## src/rtl/dps_enc_24_seq_pkg.sv

```systemverilog
// Shared constants for the 24-wire DPS (Fibonacci numeral system) encoder.
// Holds the Fibonacci weights FNS01..FNS24 (FNS01=1, FNS02=2, FNSk=FNSk-1+FNSk-2),
// the binary data width, the largest encodable value, the weight-select function
// and the FSM state encodings.
// Optional feature macro used by the encoder: DPS_ENC_SELFCHECK_EN.
package dps_enc_24_seq_pkg;

    localparam int unsigned CODE_W     = 24;
    localparam int unsigned DATA_W     = 18;
    localparam int unsigned STEP_CNT_W = 5;
    // Remainder carries one spare MSB above the data word.
    localparam int unsigned REM_W      = DATA_W + 1;

    localparam int unsigned FNS01 = 1;
    localparam int unsigned FNS02 = 2;
    localparam int unsigned FNS03 = 3;
    localparam int unsigned FNS04 = 5;
    localparam int unsigned FNS05 = 8;
    localparam int unsigned FNS06 = 13;
    localparam int unsigned FNS07 = 21;
    localparam int unsigned FNS08 = 34;
    localparam int unsigned FNS09 = 55;
    localparam int unsigned FNS10 = 89;
    localparam int unsigned FNS11 = 144;
    localparam int unsigned FNS12 = 233;
    localparam int unsigned FNS13 = 377;
    localparam int unsigned FNS14 = 610;
    localparam int unsigned FNS15 = 987;
    localparam int unsigned FNS16 = 1597;
    localparam int unsigned FNS17 = 2584;
    localparam int unsigned FNS18 = 4181;
    localparam int unsigned FNS19 = 6765;
    localparam int unsigned FNS20 = 10946;
    localparam int unsigned FNS21 = 17711;
    localparam int unsigned FNS22 = 28657;
    localparam int unsigned FNS23 = 46368;
    localparam int unsigned FNS24 = 75025;

    // Greedy-maximal codeword: bits 23, 22 and the alternating bits 20, 18, .., 0
    // (code 24'hD55555) -> 75025 + 92736 + 28656.
    localparam logic [DATA_W-1:0] DPS_MAX24 = 18'd196417;

    localparam logic [1:0] StIdle = 2'd0;
    localparam logic [1:0] StConv = 2'd1;
    localparam logic [1:0] StHold = 2'd2;

    // Weight of codeword bit idx; bit 22 carries twice FNS23.
    function automatic logic [REM_W-1:0] dps_w24(input logic [STEP_CNT_W-1:0] idx);
        logic [REM_W-1:0] w;
        case (idx)
            5'd0:    w = REM_W'(FNS01);
            5'd1:    w = REM_W'(FNS02);
            5'd2:    w = REM_W'(FNS03);
            5'd3:    w = REM_W'(FNS04);
            5'd4:    w = REM_W'(FNS05);
            5'd5:    w = REM_W'(FNS06);
            5'd6:    w = REM_W'(FNS07);
            5'd7:    w = REM_W'(FNS08);
            5'd8:    w = REM_W'(FNS09);
            5'd9:    w = REM_W'(FNS10);
            5'd10:   w = REM_W'(FNS11);
            5'd11:   w = REM_W'(FNS12);
            5'd12:   w = REM_W'(FNS13);
            5'd13:   w = REM_W'(FNS14);
            5'd14:   w = REM_W'(FNS15);
            5'd15:   w = REM_W'(FNS16);
            5'd16:   w = REM_W'(FNS17);
            5'd17:   w = REM_W'(FNS18);
            5'd18:   w = REM_W'(FNS19);
            5'd19:   w = REM_W'(FNS20);
            5'd20:   w = REM_W'(FNS21);
            5'd21:   w = REM_W'(FNS22);
            5'd22:   w = REM_W'(2 * FNS23);
            5'd23:   w = REM_W'(FNS24);
            default: w = '0;
        endcase
        return w;
    endfunction

endpackage

```

## src/rtl/dps_enc_24_seq_weight_rom.sv

```systemverilog
// dps_weight_rom_24: combinational bit-index -> DPS weight lookup.
// Ports:
//   idx_i     bit index 0..23 (other values return 0)
//   weight_o  weight of that codeword bit, REM_W bits wide
module dps_weight_rom_24
    import dps_enc_24_seq_pkg::*;
(
    input  logic [STEP_CNT_W-1:0] idx_i,
    output logic [REM_W-1:0]      weight_o
);

    always_comb begin
        weight_o = dps_w24(idx_i);
    end

endmodule

```

## src/rtl/dps_enc_24_seq.sv

```systemverilog
// dps_enc_24_seq: sequential 24-wire DPS crosstalk-avoidance encoder.
// Greedy compare-and-subtract, MSB weight first, one codeword bit per clock.
// A word accepted on edge E0 yields code_valid_o after edge E24.
// Ports:
//   clk_i         clock, rising edge
//   rst_i         synchronous active-high reset
//   din_valid_i   data word offered
//   din_ready_o   encoder idle and able to accept
//   din_i         binary value to encode
//   code_valid_o  codeword held for downstream
//   code_ready_i  downstream accepts the codeword
//   code_o        DPS codeword
//   busy_o        conversion in progress
//   err_o         codeword invalid (input above DPS_MAX24, or self-check failure)
// Optional feature macro: DPS_ENC_SELFCHECK_EN adds a final-remainder and
// adjacent-ones check to err_o on entry to HOLD.
module dps_enc_24_seq
    import dps_enc_24_seq_pkg::*;
(
    input  logic              clk_i,
    input  logic              rst_i,
    input  logic              din_valid_i,
    output logic              din_ready_o,
    input  logic [DATA_W-1:0] din_i,
    output logic              code_valid_o,
    input  logic              code_ready_i,
    output logic [CODE_W-1:0] code_o,
    output logic              busy_o,
    output logic              err_o
);

    logic [1:0]            state_q, state_d;
    logic [REM_W-1:0]      rem_q, rem_d;
    logic [CODE_W-1:0]     code_q, code_d;
    logic [STEP_CNT_W-1:0] idx_q, idx_d;
    logic                  oor_q, oor_d;
    logic                  err_q, err_d;
    logic [REM_W-1:0]      weight;
    logic                  take;

    dps_weight_rom_24 u_rom (
        .idx_i    (idx_q),
        .weight_o (weight)
    );

    assign take = (rem_q >= weight);

`ifdef DPS_ENC_SELFCHECK_EN
    logic rem_zero_q, rem_zero_d;
`endif

    always_comb begin
        state_d = state_q;
        rem_d   = rem_q;
        code_d  = code_q;
        idx_d   = idx_q;
        oor_d   = oor_q;
        err_d   = err_q;
`ifdef DPS_ENC_SELFCHECK_EN
        rem_zero_d = rem_zero_q;
`endif
        case (state_q)
            StIdle: begin
                if (din_valid_i) begin
                    rem_d   = {1'b0, din_i};
                    code_d  = '0;
                    idx_d   = STEP_CNT_W'(CODE_W - 1);
                    oor_d   = (din_i > DPS_MAX24);
                    err_d   = 1'b0;
                    state_d = StConv;
`ifdef DPS_ENC_SELFCHECK_EN
                    rem_zero_d = 1'b1;
`endif
                end
            end
            StConv: begin
                code_d[idx_q] = take;
                if (take) begin
                    rem_d = rem_q - weight;
                end
                if (idx_q == '0) begin
                    state_d = StHold;
                    err_d   = oor_q;
`ifdef DPS_ENC_SELFCHECK_EN
                    // Check the raw greedy result before any out-of-range zeroing.
                    err_d      = oor_q | (|(code_d[CODE_W-3:0] & code_d[CODE_W-2:1]));
                    rem_zero_d = (rem_d == '0);
`endif
                    if (oor_q) begin
                        code_d = '0;
                    end
                end else begin
                    idx_d = idx_q - 1'b1;
                end
            end
            StHold: begin
                if (code_ready_i) begin
                    state_d = StIdle;
                end
            end
            default: begin
                state_d = StIdle;
            end
        endcase
    end

    always_ff @(posedge clk_i) begin
        if (rst_i) begin
            state_q <= StIdle;
            rem_q   <= '0;
            code_q  <= '0;
            idx_q   <= STEP_CNT_W'(CODE_W - 1);
            oor_q   <= 1'b0;
            err_q   <= 1'b0;
        end else begin
            state_q <= state_d;
            rem_q   <= rem_d;
            code_q  <= code_d;
            idx_q   <= idx_d;
            oor_q   <= oor_d;
            err_q   <= err_d;
        end
    end

`ifdef DPS_ENC_SELFCHECK_EN
    always_ff @(posedge clk_i) begin
        if (rst_i) begin
            rem_zero_q <= 1'b1;
        end else begin
            rem_zero_q <= rem_zero_d;
        end
    end

    assign err_o = err_q | (code_valid_o & ~rem_zero_q);
`else
    assign err_o = err_q;
`endif

    assign din_ready_o  = (state_q == StIdle);
    assign code_valid_o = (state_q == StHold);
    assign busy_o       = (state_q == StConv);
    assign code_o       = code_q;

endmodule

```

## config.mk

```make
export PLATFORM = sky130hd
export DESIGN_NAME = dps_enc_24_seq
export DESIGN_NICKNAME = d
export VERILOG_FILES = /design/src/rtl/dps_enc_24_seq_pkg.sv /design/src/rtl/dps_enc_24_seq_weight_rom.sv /design/src/rtl/dps_enc_24_seq.sv
export SDC_FILE = /design/constraint.sdc
export NUM_CORES = 1
export LEC_CHECK = 0
export ABC_AREA = 1
export CORE_UTILIZATION = 40
export CTS_CLUSTER_DIAMETER = 100
export DETAILED_ROUTE_END_ITERATION = 7
export GPL_TIMING_DRIVEN = 0
export HOLD_SLACK_MARGIN = 0.06
export PLACE_DENSITY_LB_ADDON = 0.12
export SYNTH_ARGS = -nofsm -noshare
export SYNTH_HDL_FRONTEND = slang
export SYNTH_SLANG_ARGS = --single-unit
export TNS_END_PERCENT = 30
```

## constraint.sdc

```tcl
create_clock -name clk_i -period 2.25 [get_ports clk_i]
set_clock_uncertainty 0.1 [all_clocks]
set_input_delay 0.45 -clock clk_i [delete_from_list [all_inputs] [get_ports clk_i]]
set_output_delay 0.45 -clock clk_i [all_outputs]
set_load 0.01 [all_outputs]
```

# After elaboration in Yosys (flattened, before gate mapping)
# Memories as Yosys holds them, arrays and structs flattened. A register that Yosys moved wholly into a read port is not among the register bits.
# Cells that the tools add are included.
# op_classes
eq_ne,7
n_div,0
mul,0
shift,0
order_cmp,4
n_mux,22
n_addsub,2
bitwise_logic,0
n_reduce_logical,10
# ops
op,n
$mux 24,3
$pmux 24 s2,1
$mux 19,2
$pmux 19 s2,1
$bwmux 24,1
$mux 5,4
$ge 19x19->1,1
$sub 19x19->19,1
$gt 18x18->1 const B,1
$reduce_and 3->1,4
$pmux 5 s2,1
$lt 5x6->1 const B,1
$mux 2,3
$ne 2x1->1 const B,3
$pmux 2 s3,1
$demux 1 s5,1
$ge 5x1->1 const B,1
$logic_not 5->1,1
$sub 5x1->5 const B,1
$ne 2x2->1 const B,2
$reduce_and 2->1,2
$mux 1,3
$eq 2x1->1 const B,1
$eq 2x2->1 const B,1
4 further kinds,4
# totals
latch_bits,0
mem_bits_rw,0
memories,1
output_inout_bits,28
in_bits,22
register_bits,52
wordCells,52
romBits,512
# mem_list
memory,depth,word_bits,rd,rd_clocked_by_memory_dff,write_ports,line_no,rtl
(name not given),32,16,1,1,0,dps_enc_24_seq_pkg.sv:50,case (idx)

# Logic depth before layout (Yosys ltp)
# depth
word_depth,8
depth_mapped,18
depth_no_buf,18

# Cells and area by module
# A second synthesis with hierarchy kept.
# unflattened
hier_cells,785
area_unflattened_um2,4615.7
# by_module_without_submodules
module,seq_area_each_um2,cells_each,area_per_inst_um2,instances
dps_enc_24_seq,1041.0,688,4098.9,1
dps_weight_rom_24,0.0,97,516.7,1

# Worst setup path after synthesis
# OpenSTA, ideal clock, no wires.
# synth_path
kind,register to register
from,register idx_q[0]
to,register u_rom.weight_o[5] (netlist name)
path_stages_with_launch,17
arrival_time_ps,1972
path_buffers,0
required_time_ps,2038
synth_period_minus_slack_ps,2184
path_slack_ps,66
setup_time_ps,112
path_cell_list,dfxtp_1 -> inv_1 -> ha_1 -> nand2_4 -> nand2_8 -> nand2_8 -> nand2_1 -> o21ai_1 -> nand2_1 -> inv_1 -> ha_1 -> inv_1 -> nand2_1 -> nand3_1 -> o21ai_0 -> nand2_1 -> nand2_1
# synth_via
elab_chain_cells,5
word_cells_on_any_way,8
cone_classes,add/sub (1); eq/ne (1); mux (4); reduce/logical (2)
# synth_lines
element,line_no,rtl
"start, declared",dps_enc_24_seq.sv:35,"logic [STEP_CNT_W-1:0] idx_q, idx_d;"
"start signal, assigned",dps_enc_24_seq.sv:112,idx_q <= STEP_CNT_W'(CODE_W - 1);
"start signal, assigned",dps_enc_24_seq.sv:119,idx_q <= idx_d;
$sub 5x1->5 or $logic_not 5->1 (tied branches),"dps_enc_24_seq.sv:93, dps_enc_24_seq.sv:81",
$mux 5 or $ne 2x2->1 (tied branches),n/a,
$pmux 5 s2 or $reduce_and 3->1 (tied branches),n/a,
$mux 5 (no source line) * (2 in series),n/a,
# Every way passes the cells marked *; elsewhere a longest branch is shown, timed or not. The select of a mux whose other input is x is not followed.
# A chain may end at the register's enable or synchronous reset.

# Final worst setup path
# layout_path
from,register idx_q[3]
to,register u_rom.weight_o[5] (netlist name)
# layout_via
elab_chain_cells,5
word_cells_on_any_way,8
cone_classes,add/sub (1); eq/ne (1); mux (4); reduce/logical (2)
# layout_lines
element,line_no
$sub 5x1->5 or $logic_not 5->1 (tied branches),"dps_enc_24_seq.sv:93, dps_enc_24_seq.sv:81"
$mux 5 or $ne 2x2->1 (tied branches),n/a
$pmux 5 s2 or $reduce_and 3->1 (tied branches),n/a
$mux 5 (no source line) * (2 in series),n/a
# Marks and branches as above.

==> run_results.csv <==
group,metric,value,unit
status,status,"finished, final reports clean",
global_route,overflow,0,
critical_path,cp_max_fo,9,
critical_path,r2r_slack,30,ps
floorplanning,fp.coreArea,11100,um2
synthesis,synthDistinctLibCells,39,
drt,vias,4860,
critical_path,worstPathRequired,2380,ps
synthesis,synth_common_cells,"nand2_1 (190), inv_1 (80), nor2_1 (79)",
synthesis,synthCells,722,
critical_path,critPathSlowestCell,"dfxtp_2",
global_route,grt_max_degree,13,
drt,wl_per_cell,15.1,um
sta,setup-tns-final,0,ps
critical_path,crit_start,"idx_q[3]$_SDFFE_PP0N_",
cts,numCtsBuffers,9,
job,maxCapViolations,0,
global_route,antenna_found_initial,0,
cts,cts-root-buf,"clkbuf_16",
synthesis,synth_nets,771,
global_route,grt_pass1_wl,21900,um
critical_path,cp-start-kind,"flop",
finish,multi_input_comb_area,3120,um2
floorplanning,start_util,41.9,%
placement,hpwlAfterDp,10700,um
drt,avgViaCountPerCell,5.13,
critical_path,r2r_cells,16,
finish,nFillCells,1095,
drt,drt_wl_total,14300,um
sta,hold_viol_final,0,
critical_path,critPathCaptureType,"flop",
synthesis,netlist_area,4640,um2
sta,drv_slew,0,
floorplanning,ios,50,
power,p_per_area,951,nW/um2
synthesis,synth_most_common_cell,"nand2_1",
sta,fin_crit,2220,ps
drt,dr.pass1.iters,5,
synthesis,syn_avg_cell_area,6.42,um2
placement,place_congestion,0.916,
synthesis,synth-edff-count,0,
cts,cts.clk_slew.worst_paths,60,ps
floorplanning,die_x,110,um
drt,antenna_left,0,
cts,cts_tree,"built",
power,finalPower,5870,uW
critical_path,cp.depth,16,
cts,clock_latency,350,ps
sta,worst_pin_slew,616,ps
critical_path,arrival,2350,ps
critical_path,cpPeakStageDelay,350,ps
synthesis,yosysTopAreaCellShare,29.3,%
sta,fmax,450,MHz
power,leakage,0.00268,uW
critical_path,worstReg2RegStart,"idx_q[3]$_SDFFE_PP0N_",
critical_path,path_buf_inv,3,
critical_path,path_cells,"inv_2 -> nand2_2 -> nor2_4 -> nand2_4 -> nand2_8 -> nand2_8 -> o21ai_2 -> nand2_2 -> inv_2 -> ha_4 -> inv_1 -> nand2_2 -> nand3_1 -> o21ai_0 -> nand2_1 -> nand2_1",
critical_path,cpMostUsedCell,"nand2_2",
sta,finalSetupViolations,0,
cts,cts.sinks,68,
finish,drive_above_1_share,18.8,%
finish,n_antenna_cell,0,
synthesis,seq_area_frac_synth,29.3,%
floorplanning,rows,38,
critical_path,crit_type,"flop to flop",
critical_path,reg2reg_to,"u_rom.weight_o[5]$_DFF_P_",
finish,synthToLayoutAreaGrowth,33.1,%
finish,fin_nets,852,
critical_path,critPathCapture,"u_rom.weight_o[5]$_DFF_P_",
sta,slew_headroom,58.9,%
finish,seqCellArea,1370,um2
drt,first_iter_violations,295,
synthesis,synthTopCellsByArea,"dfxtp_1 (29%), nand2_1 (15%), ha_1 (7.0%)",
floorplanning,die_y,110,um
sta,rsz0062_at_grt,"true",
placement,port_buffers,49,
cts,cts.htree.levels,3,
cts,cts_hold_buf,0,
drt,drc,0,
synthesis,synthFlopType,"dfxtp_1",
global_route,grt_util_all_layers,24.5,%
synthesis,ys_async_sr_fraction,0,%
global_route,first_global_vias,4418,
power,ir_drop,0.375,mV
synthesis,yosys.area.top_type,"dfxtp_1",
critical_path,critical-path-top-delay-family,"simple AND/OR/NAND/NOR gates",
floorplanning,dieArea,12000,um2
synthesis,ys_ff_latch,68,
cts,cts_buffer_depth,2,
sta,finalCritPeriodShare,98.7,%
synthesis,yosys_warnings,0,
hold_path,hp-class,"flop to flop",
==> where the power goes <==
group,total [uW],internal (uW),switching [uW]
clock network,1490,920,566
logic,2900,1160,1740
registers,1480,1360,124
total,5870,3440,2430
==> cells by family after synthesis <==
logic type	Yosys count	synth area share, %
simple gates	375	36.4
xor+xnor	3	0.567
buf+inv	113	10.8
flops	68	29.3
compound gates	136	15.4
fa+ha+maj	27	7.45
==> cell usage in the layout (no fill, tap or decap), types with 7 or more instances in the layout <==
cell type	count
ha_1	8
nor2_2	8
dfxtp_1	62
buf_4	22
nor2_1	71
o21ai_0	40
o21ai_1	23
inv_2	15
inv_1	74
or2_2	7
clkbuf_1	7
nand2_1	181
nand3_1	62
clkdlybuf4s50_1	48
clkbuf_16	10
a21oi_1	55
nand2_2	13
ha_4	16
==> state kept, by name, summed over array words and instances (netlist names) <==
register / flops
code_o: 24
rem_q: 19
u_rom.weight_o: 16
idx_q: 5
state_q: 2
err_o: 1
oor_q: 1
==> worst min-delay path: stages, from the launching register on <==
cell and delay, ps:
dfxtp_1 310, nand2_1 60, a21oi_1 50
==> routing by layer <==
layer  GRT usage (%)  share of wire, %
met4            9.43               2.5
met2            38.6                45
met1            32.5                48
met3            5.28               4.8
met5               0                 0
==> stage by stage <==
| stage | area [um2] | cells | hold WS, ps | utilization [%] | setup WS (ps) |
|---|---|---|---|---|---|
| after floorplan | 4640 | 722 | 344 | - | 65.9 |
| after global placement | 5300 | 911 | 352 | 47.9 | -709 |
| after detailed placement | 5300 | 911 | 356 | 47.9 | -757 |
| after CTS | 5810 | 930 | 366 | 52.4 | 7.75 |
| after global routing | 6170 | 948 | 377 | 55.7 | -72.7 |
| final | 6170 | 948 | 362 | 55.7 | 28.5 |
==> layout make-up <==
class | count | area share (%)
Clock inverter | 5 | 0.952
Timing Repair Buffer | 70 | 10.8
Multi-Input combinational cell | 541 | 50.5
Sequential cell | 68 | 22.2
Clock buffer | 11 | 4.09
Inverter | 91 | 5.73
Buffer | 22 | 2.86
Tap cell | 140 | 2.84
==> how the worst min path moves through the flow <==
stage | from | endpoint | slack (ps) | depth (start not counted)
2_1_floorplan | rem_q[0]$_SDFFE_PP0P_ | rem_q[0]$_SDFFE_PP0P_ | 340 | 2
3_3_place_gp | code_o[19]$_SDFFE_PP0P_ | code_o[19]$_SDFFE_PP0P_ | 350 | 2
3_5_place_dp | code_o[18]$_SDFFE_PP0P_ | code_o[18]$_SDFFE_PP0P_ | 360 | 2
4_1_cts | code_o[18]$_SDFFE_PP0P_ | code_o[18]$_SDFFE_PP0P_ | 370 | 2
5_1_grt | code_o[18]$_SDFFE_PP0P_ | code_o[18]$_SDFFE_PP0P_ | 380 | 2
6_report | code_o[18]$_SDFFE_PP0P_ | code_o[18]$_SDFFE_PP0P_ | 360 | 2
==> repair_timing <==
item | in CTS | in global routing
cloned | 0 | 1
gates resized for setup | 35 | 51
endpoints found under the setup margin | 53 | 48
buffers inserted | 3 | 17
pin swaps | 1 | 7
No activity file was read; power rests on OpenSTA's default activity.
